## src/rtl/load_store_unit.sv

```systemverilog
// Load/store unit: forms the effective address, rejects illegal or misaligned
// accesses, issues a single lane-positioned memory request with a timeout, and
// returns a sign- or zero-extended load result through a one-cycle strobe.
module load_store_unit #(
  parameter int XLEN           = 32,
  parameter int ADDR_WIDTH     = 32,
  parameter int TIMEOUT_CYCLES = 255
) (
  input  logic                  clk,
  input  logic                  rst,
  input  logic                  op_valid,
  output logic                  op_ready,
  input  logic                  op_load,
  input  logic                  op_store,
  input  logic [1:0]            op_size,
  input  logic                  op_unsigned,
  input  logic [XLEN-1:0]       base,
  input  logic [XLEN-1:0]       offset,
  input  logic [XLEN-1:0]       store_data,
  output logic                  mem_req_valid,
  input  logic                  mem_req_ready,
  output logic                  mem_req_write,
  output logic [ADDR_WIDTH-1:0] mem_req_addr,
  output logic [XLEN-1:0]       mem_req_wdata,
  output logic [XLEN/8-1:0]     mem_req_be,
  input  logic                  mem_rsp_valid,
  input  logic [XLEN-1:0]       mem_rsp_rdata,
  output logic                  res_valid,
  output logic [XLEN-1:0]       res_data,
  output logic [1:0]            res_error
);

  localparam int BEW = XLEN / 8;
  localparam int LW  = $clog2(BEW);

  typedef enum logic [1:0] {IDLE, REQ, WAIT, RESP} state_e;

  state_e                state_q, state_d;
  logic [16:0]           cnt_q, cnt_d;
  logic [1:0]            size_q, size_d;
  logic                  unsigned_q, unsigned_d;
  logic                  load_q, load_d;
  logic [LW-1:0]         lane_q, lane_d;
  logic                  req_valid_q, req_valid_d;
  logic                  req_write_q, req_write_d;
  logic [ADDR_WIDTH-1:0] req_addr_q, req_addr_d;
  logic [XLEN-1:0]       req_wdata_q, req_wdata_d;
  logic [BEW-1:0]        req_be_q, req_be_d;
  logic                  res_valid_q, res_valid_d;
  logic [XLEN-1:0]       res_data_q, res_data_d;
  logic [1:0]            res_error_q, res_error_d;

  logic [XLEN-1:0]       eff_addr;
  logic [ADDR_WIDTH-1:0] acc_addr;
  logic [LW-1:0]         acc_lane;
  logic                  misaligned;
  logic [BEW-1:0]        acc_be;
  logic [XLEN-1:0]       acc_wdata;
  logic [XLEN-1:0]       rsp_shifted;
  logic [XLEN-1:0]       size_mask;
  logic                  sign_bit;
  logic [XLEN-1:0]       load_result;
  logic [16:0]           cnt_inc;
  logic                  timeout;

  // Decode the offered operation: address, lane, alignment and lane placement.
  always_comb begin
    eff_addr  = base + offset;
    acc_addr  = ADDR_WIDTH'(eff_addr);
    acc_lane  = acc_addr[LW-1:0];
    acc_wdata = store_data << {acc_lane, 3'b000};
    case (op_size)
      2'd0: begin
        misaligned = 1'b0;
        acc_be     = BEW'(1) << acc_lane;
      end
      2'd1: begin
        misaligned = acc_addr[0];
        acc_be     = BEW'(3) << acc_lane;
      end
      2'd2: begin
        misaligned = (acc_addr[1:0] != 2'b00);
        acc_be     = BEW'(15) << acc_lane;
      end
      default: begin
        misaligned = (XLEN == 32) || (acc_addr[2:0] != 3'b000);
        acc_be     = {BEW{1'b1}};
      end
    endcase
  end

  // Pull the addressed bytes down to bit 0 and extend them to full width.
  always_comb begin
    rsp_shifted = mem_rsp_rdata >> {lane_q, 3'b000};
    case (size_q)
      2'd0: begin
        size_mask = XLEN'(64'hFF);
        sign_bit  = rsp_shifted[7];
      end
      2'd1: begin
        size_mask = XLEN'(64'hFFFF);
        sign_bit  = rsp_shifted[15];
      end
      2'd2: begin
        size_mask = XLEN'(64'hFFFF_FFFF);
        sign_bit  = rsp_shifted[31];
      end
      default: begin
        size_mask = {XLEN{1'b1}};
        sign_bit  = rsp_shifted[XLEN-1];
      end
    endcase
    load_result = rsp_shifted & size_mask;
    if (!unsigned_q && sign_bit) begin
      load_result = load_result | ~size_mask;
    end
  end

  // Next-state and next-output computation for the request/response sequence.
  always_comb begin
    state_d     = state_q;
    cnt_d       = cnt_q;
    size_d      = size_q;
    unsigned_d  = unsigned_q;
    load_d      = load_q;
    lane_d      = lane_q;
    req_valid_d = req_valid_q;
    req_write_d = req_write_q;
    req_addr_d  = req_addr_q;
    req_wdata_d = req_wdata_q;
    req_be_d    = req_be_q;
    res_valid_d = 1'b0;
    res_data_d  = res_data_q;
    res_error_d = res_error_q;
    cnt_inc     = cnt_q + 17'd1;
    timeout     = (cnt_inc >= 17'(TIMEOUT_CYCLES));
    case (state_q)
      IDLE: begin
        if (op_valid) begin
          size_d     = op_size;
          unsigned_d = op_unsigned;
          load_d     = op_load;
          lane_d     = acc_lane;
          cnt_d      = '0;
          if (op_load == op_store) begin
            state_d     = RESP;
            res_valid_d = 1'b1;
            res_data_d  = '0;
            res_error_d = 2'd3;
          end else if (misaligned) begin
            state_d     = RESP;
            res_valid_d = 1'b1;
            res_data_d  = '0;
            res_error_d = 2'd1;
          end else begin
            state_d     = REQ;
            req_valid_d = 1'b1;
            req_write_d = op_store;
            req_addr_d  = {acc_addr[ADDR_WIDTH-1:LW], LW'(0)};
            req_wdata_d = acc_wdata;
            req_be_d    = acc_be;
          end
        end
      end
      REQ: begin
        cnt_d = cnt_inc;
        if (mem_req_ready) begin
          state_d     = WAIT;
          req_valid_d = 1'b0;
        end else if (timeout) begin
          state_d     = RESP;
          req_valid_d = 1'b0;
          res_valid_d = 1'b1;
          res_data_d  = '0;
          res_error_d = 2'd2;
        end
      end
      WAIT: begin
        cnt_d = cnt_inc;
        if (mem_rsp_valid) begin
          state_d     = RESP;
          res_valid_d = 1'b1;
          res_data_d  = load_q ? load_result : '0;
          res_error_d = 2'd0;
        end else if (timeout) begin
          state_d     = RESP;
          res_valid_d = 1'b1;
          res_data_d  = '0;
          res_error_d = 2'd2;
        end
      end
      default: begin
        state_d = IDLE;
      end
    endcase
  end

  // Register state and every output; reset clears everything visible.
  always_ff @(posedge clk) begin
    if (rst) begin
      state_q     <= IDLE;
      cnt_q       <= '0;
      size_q      <= '0;
      unsigned_q  <= 1'b0;
      load_q      <= 1'b0;
      lane_q      <= '0;
      req_valid_q <= 1'b0;
      req_write_q <= 1'b0;
      req_addr_q  <= '0;
      req_wdata_q <= '0;
      req_be_q    <= '0;
      res_valid_q <= 1'b0;
      res_data_q  <= '0;
      res_error_q <= '0;
    end else begin
      state_q     <= state_d;
      cnt_q       <= cnt_d;
      size_q      <= size_d;
      unsigned_q  <= unsigned_d;
      load_q      <= load_d;
      lane_q      <= lane_d;
      req_valid_q <= req_valid_d;
      req_write_q <= req_write_d;
      req_addr_q  <= req_addr_d;
      req_wdata_q <= req_wdata_d;
      req_be_q    <= req_be_d;
      res_valid_q <= res_valid_d;
      res_data_q  <= res_data_d;
      res_error_q <= res_error_d;
    end
  end

  assign op_ready      = (state_q == IDLE);
  assign mem_req_valid = req_valid_q;
  assign mem_req_write = req_write_q;
  assign mem_req_addr  = req_addr_q;
  assign mem_req_wdata = req_wdata_q;
  assign mem_req_be    = req_be_q;
  assign res_valid     = res_valid_q;
  assign res_data      = res_data_q;
  assign res_error     = res_error_q;

endmodule

```

## config.mk

```make
export PLATFORM = sky130hd
export DESIGN_NAME = load_store_unit
export DESIGN_NICKNAME = d
export VERILOG_FILES = /design/src/rtl/load_store_unit.sv
export SDC_FILE = /design/constraint.sdc
export NUM_CORES = 1
export LEC_CHECK = 0
export CAP_MARGIN = 20
export CORE_MARGIN = 2
export CORE_UTILIZATION = 52
export DETAILED_ROUTE_END_ITERATION = 6
export GPL_TIMING_DRIVEN = 0
export PLACE_DENSITY = 0.95
export REMOVE_ABC_BUFFERS = 1
export SLEW_MARGIN = 30
export SYNTH_ARGS = -nofsm -noshare
export SYNTH_HDL_FRONTEND = slang
export SYNTH_SLANG_ARGS = --single-unit
```

## constraint.sdc

```tcl
create_clock -name clk -period 5.1 [get_ports clk]
set_clock_uncertainty 0.1 [all_clocks]
set_input_delay 1.275 -clock clk [delete_from_list [all_inputs] [get_ports clk]]
set_output_delay 1.275 -clock clk [all_outputs]
set_load 0.05 [all_outputs]
```

==> results.ini <==
[timing]
period_minus_slack_ns = 4.69
drv_slew = 0
fmax_mhz = 213
whs_ns = 0.350
worst_pin_slew_ns = 0.880
slew_headroom = 0.398
period_share = 0.921
hold_violations = 0
setup_violations = 0
rsz0062_at_grt = false

[floorplanning]
die_area_mm2 = 0.0170
die_h_um = 130
io_pins = 244
die_x_um = 130
rows = 46
initial_core_util = 0.528
core_area_mm2 = 0.0158

[final_layout]
antenna_cells = 0
fin_nets = 1483
syn_to_final_growth_pct = 38.5
drive_gt1_frac = 0.0479
fin_area_mm2 = 0.0115

[critical_path]
cp.arrival_ns = 4.96
required_ns = 5.37
crit_slowest_cell = fa_2
r2r_setup_slack_ns = 1.73
r2r_start = state_q[0]
crit_top_cell = o21ai_0
crit_path_end_kind = register
critPathKind = in2reg
cp-start-kind = primary input
slowest_delay_ns = 0.77
crit_fanout = 29
crit_chain = clkdlybuf4s50_1 > ha_2 > fa_2 > buf_16 > a21oi_1 > and3_1 > a221oi_4 > nand4_1 > o21ai_0 > nand2_1 > o21ai_0 > a21o_1
reg2regPathDepth = 10
r2r_end = res_data[17]

[logic_synthesis]
synth_cells = 1109
yosys_warnings = 0
ys_types = 68
ys_ff_latch = 128
ys.flop_type = dfxtp_1
synth_async_sr_flop_share = 0
syn_area_mm2 = 0.00832
yosysSeqAreaShare = 0.308
synth_edf_count = 0
syn_avg_cell_area_um2 = 7.50

[run_status]
status = finished clean

[worst_hold_path]
holdCritPathClass = reg2reg
hold_path.startpoint = res_data[22]
hold_path_end = res_data[22]
holdPathStages = 1

[global_route]
grt_pass1_wl_um = 42200
grt.overflow.total = 0
grt_pass1_vias = 9135
grt_max_degree = 59
grt_use_total = 0.308
antenna_found_initial = 0

[power]
power_density_mw_per_mm2 = 367
vdd_drop_max_mv = 0.231
leakage_nw = 4.32

[cts]
cts_tree = built
clk_pin_slew_ns = 0.06
clk_latency_ns = 0.42
cts_hold_buffers = 0
cts_sinks = 128
htreeDepth = 4
cts_root_buf = clkbuf_16
cts-buffers-inserted = 17
clockBufferDepth = 2

[placement]
place_area_mm2 = 0.0109
dp.final_hpwl_um = 19300
io_buffers = 241
globalplace.congestion = 0.917

[run]
cap_viol_max_count = 0

[drt]
firstDrtPassIters = 6
wl_um = 26900
wl_per_cell_um = 17.5
vias = 9320
drtIter0Drc = 694
ant_nets = 0
via_per_inst = 6.08
drc_errors = 0

state kept, by name, indices dropped and copies added (netlist names):
name,cells
cnt_q,17
lane_q,2
load_q,1
mem_req_addr,30
mem_req_be,4
mem_req_valid,1
mem_req_wdata,32
mem_req_write,1
res_data,32
res_error,2
res_valid,1
size_q,2
state_q,2
unsigned_q,1
metrics by stage:
| stage | TNS [ns] | util | power [mW] | setup WS (ns) | cells |
|---|---|---|---|---|---|
| floorplan | -9.35 | - | 2.27 | -0.653 | 1038 |
| global placement | -217.53 | 0.679 | 2.77 | -3.26 | 1495 |
| detailed placement | -1.21 | 0.689 | 2.85 | -0.160 | 1500 |
| CTS | 0 | 0.730 | 4.21 | 0.218 | 1532 |
| global route | 0 | 0.731 | 4.44 | 0.174 | 1532 |
| finish | 0 | 0.731 | 4.23 | 0.405 | 1532 |
area by class of cell:
| type | instances | area [um^2] |
|---|---|---|
| multi-input cells | 892 | 5430 |
| fillers | 1219 | 4250 |
| flip-flops and latches | 128 | 2560 |
| repair buffers | 246 | 2540 |
| clock buffers | 18 | 439 |
| well taps | 216 | 270 |
| clock inverters | 14 | 213 |
| inverters | 18 | 67.6 |
cell families after synthesis:
family | after synthesis | synth area share
fa+ha+maj | 42 | 0.0641
other cells | 1 | 0.000451
flops | 128 | 0.308
buf+inv | 90 | 0.0444
compound gates | 383 | 0.288
simple gates | 406 | 0.226
mux | 36 | 0.0448
xor+xnor | 23 | 0.0242
layout by cell type (no fill, tap or decap), drive strengths merged, types with 4 or more instances in the layout:
cell and n:
clkdlybuf4s50 240, nand2 135, dfxtp 128, a21oi 118
o21ai 96, nor2 96, a211oi 60, nor3 59
nand3 43, ha 41, mux2i 35, a21o 27
nor2b 21, a31oi 18, clkbuf 18, inv 16
xnor2 13, and3 12, o31ai 12, xor2 10
o21a 9, o21bai 9, nand4 8, or3 7
clkinv 7, nand2b 6, a22oi 6, buf 6
and2 5, bufinv 5, clkinvlp 4, a211o 4
worst max-delay path by stage:
| stage | slack (ns) | startpoint | depth (start not counted) | endpoint |
|---|---|---|---|---|
| CTS | 0.22 | base[0] | 11 | res_data[12] |
| detailed placement | -0.16 | base[0] | 11 | res_data[12] |
| global route | 0.17 | offset[0] | 12 | res_data[23] |
| floorplan | -0.65 | offset[0] | 8 | mem_req_addr[28] |
| finish | 0.41 | offset[0] | 12 | res_data[17] |
| global placement | -3.26 | rst | 6 | res_data[14] |
power breakdown:
| group | total, mW | internal [mW] | switching (mW) |
|---|---|---|---|
| Combinational | 1.70 | 0.598 | 1.10 |
| Sequential | 1.18 | 1.08 | 0.0961 |
| Clock | 1.35 | 0.878 | 0.476 |
| Total | 4.23 | 2.56 | 1.67 |
synthesized netlist by cell type, drive strengths merged (3+ instances only):
cell type	number	area, um^2
a21oi	118	594
and3	12	75.1
inv	15	56.3
ha	41	513
o21bai	9	78.8
o31ai	12	90.1
nor2	96	360
o211ai	3	22.5
or2	3	18.8
and4	3	26.3
o21a	9	67.6
xor2	10	87.6
and2	5	31.3
a22oi	6	45.0
nor3	59	312
nand2	135	507
nand4	8	50.1
a21o	27	203
clkbuf	55	206
clkinv	3	11.3
a31oi	18	113
xnor2	13	114
nor2b	21	131
or3	7	43.8
nand2b	6	37.5
buf	17	95.1
a211oi	60	450
o21ai	96	480
a211o	4	36.3
mux2i	35	350
dfxtp	128	2560
a221oi	3	43.8
nand3	43	225
timing repair:
item                       CTS  global route
setup endpoints to repair    0             8
setup buffers                0             0
gates resized for setup      0             1
critical path: cells and delay by family:
kind / cells / cell delay, ns
compound gates: 5 / 1.27
fa+ha+maj: 2 / 0.97
buf+inv: 2 / 0.64
simple gates: 3 / 0.79
routing by layer:
metal  global-route usage  wire length, um  up-vias
li1                     -                -     4430
met5                    0                0        -
met2                0.543            13000      463
met3               0.0896             2470       87
met1                0.338            10400     4340
met4                0.156              988        0
Note: power is estimated with default switching activity, not from simulation.
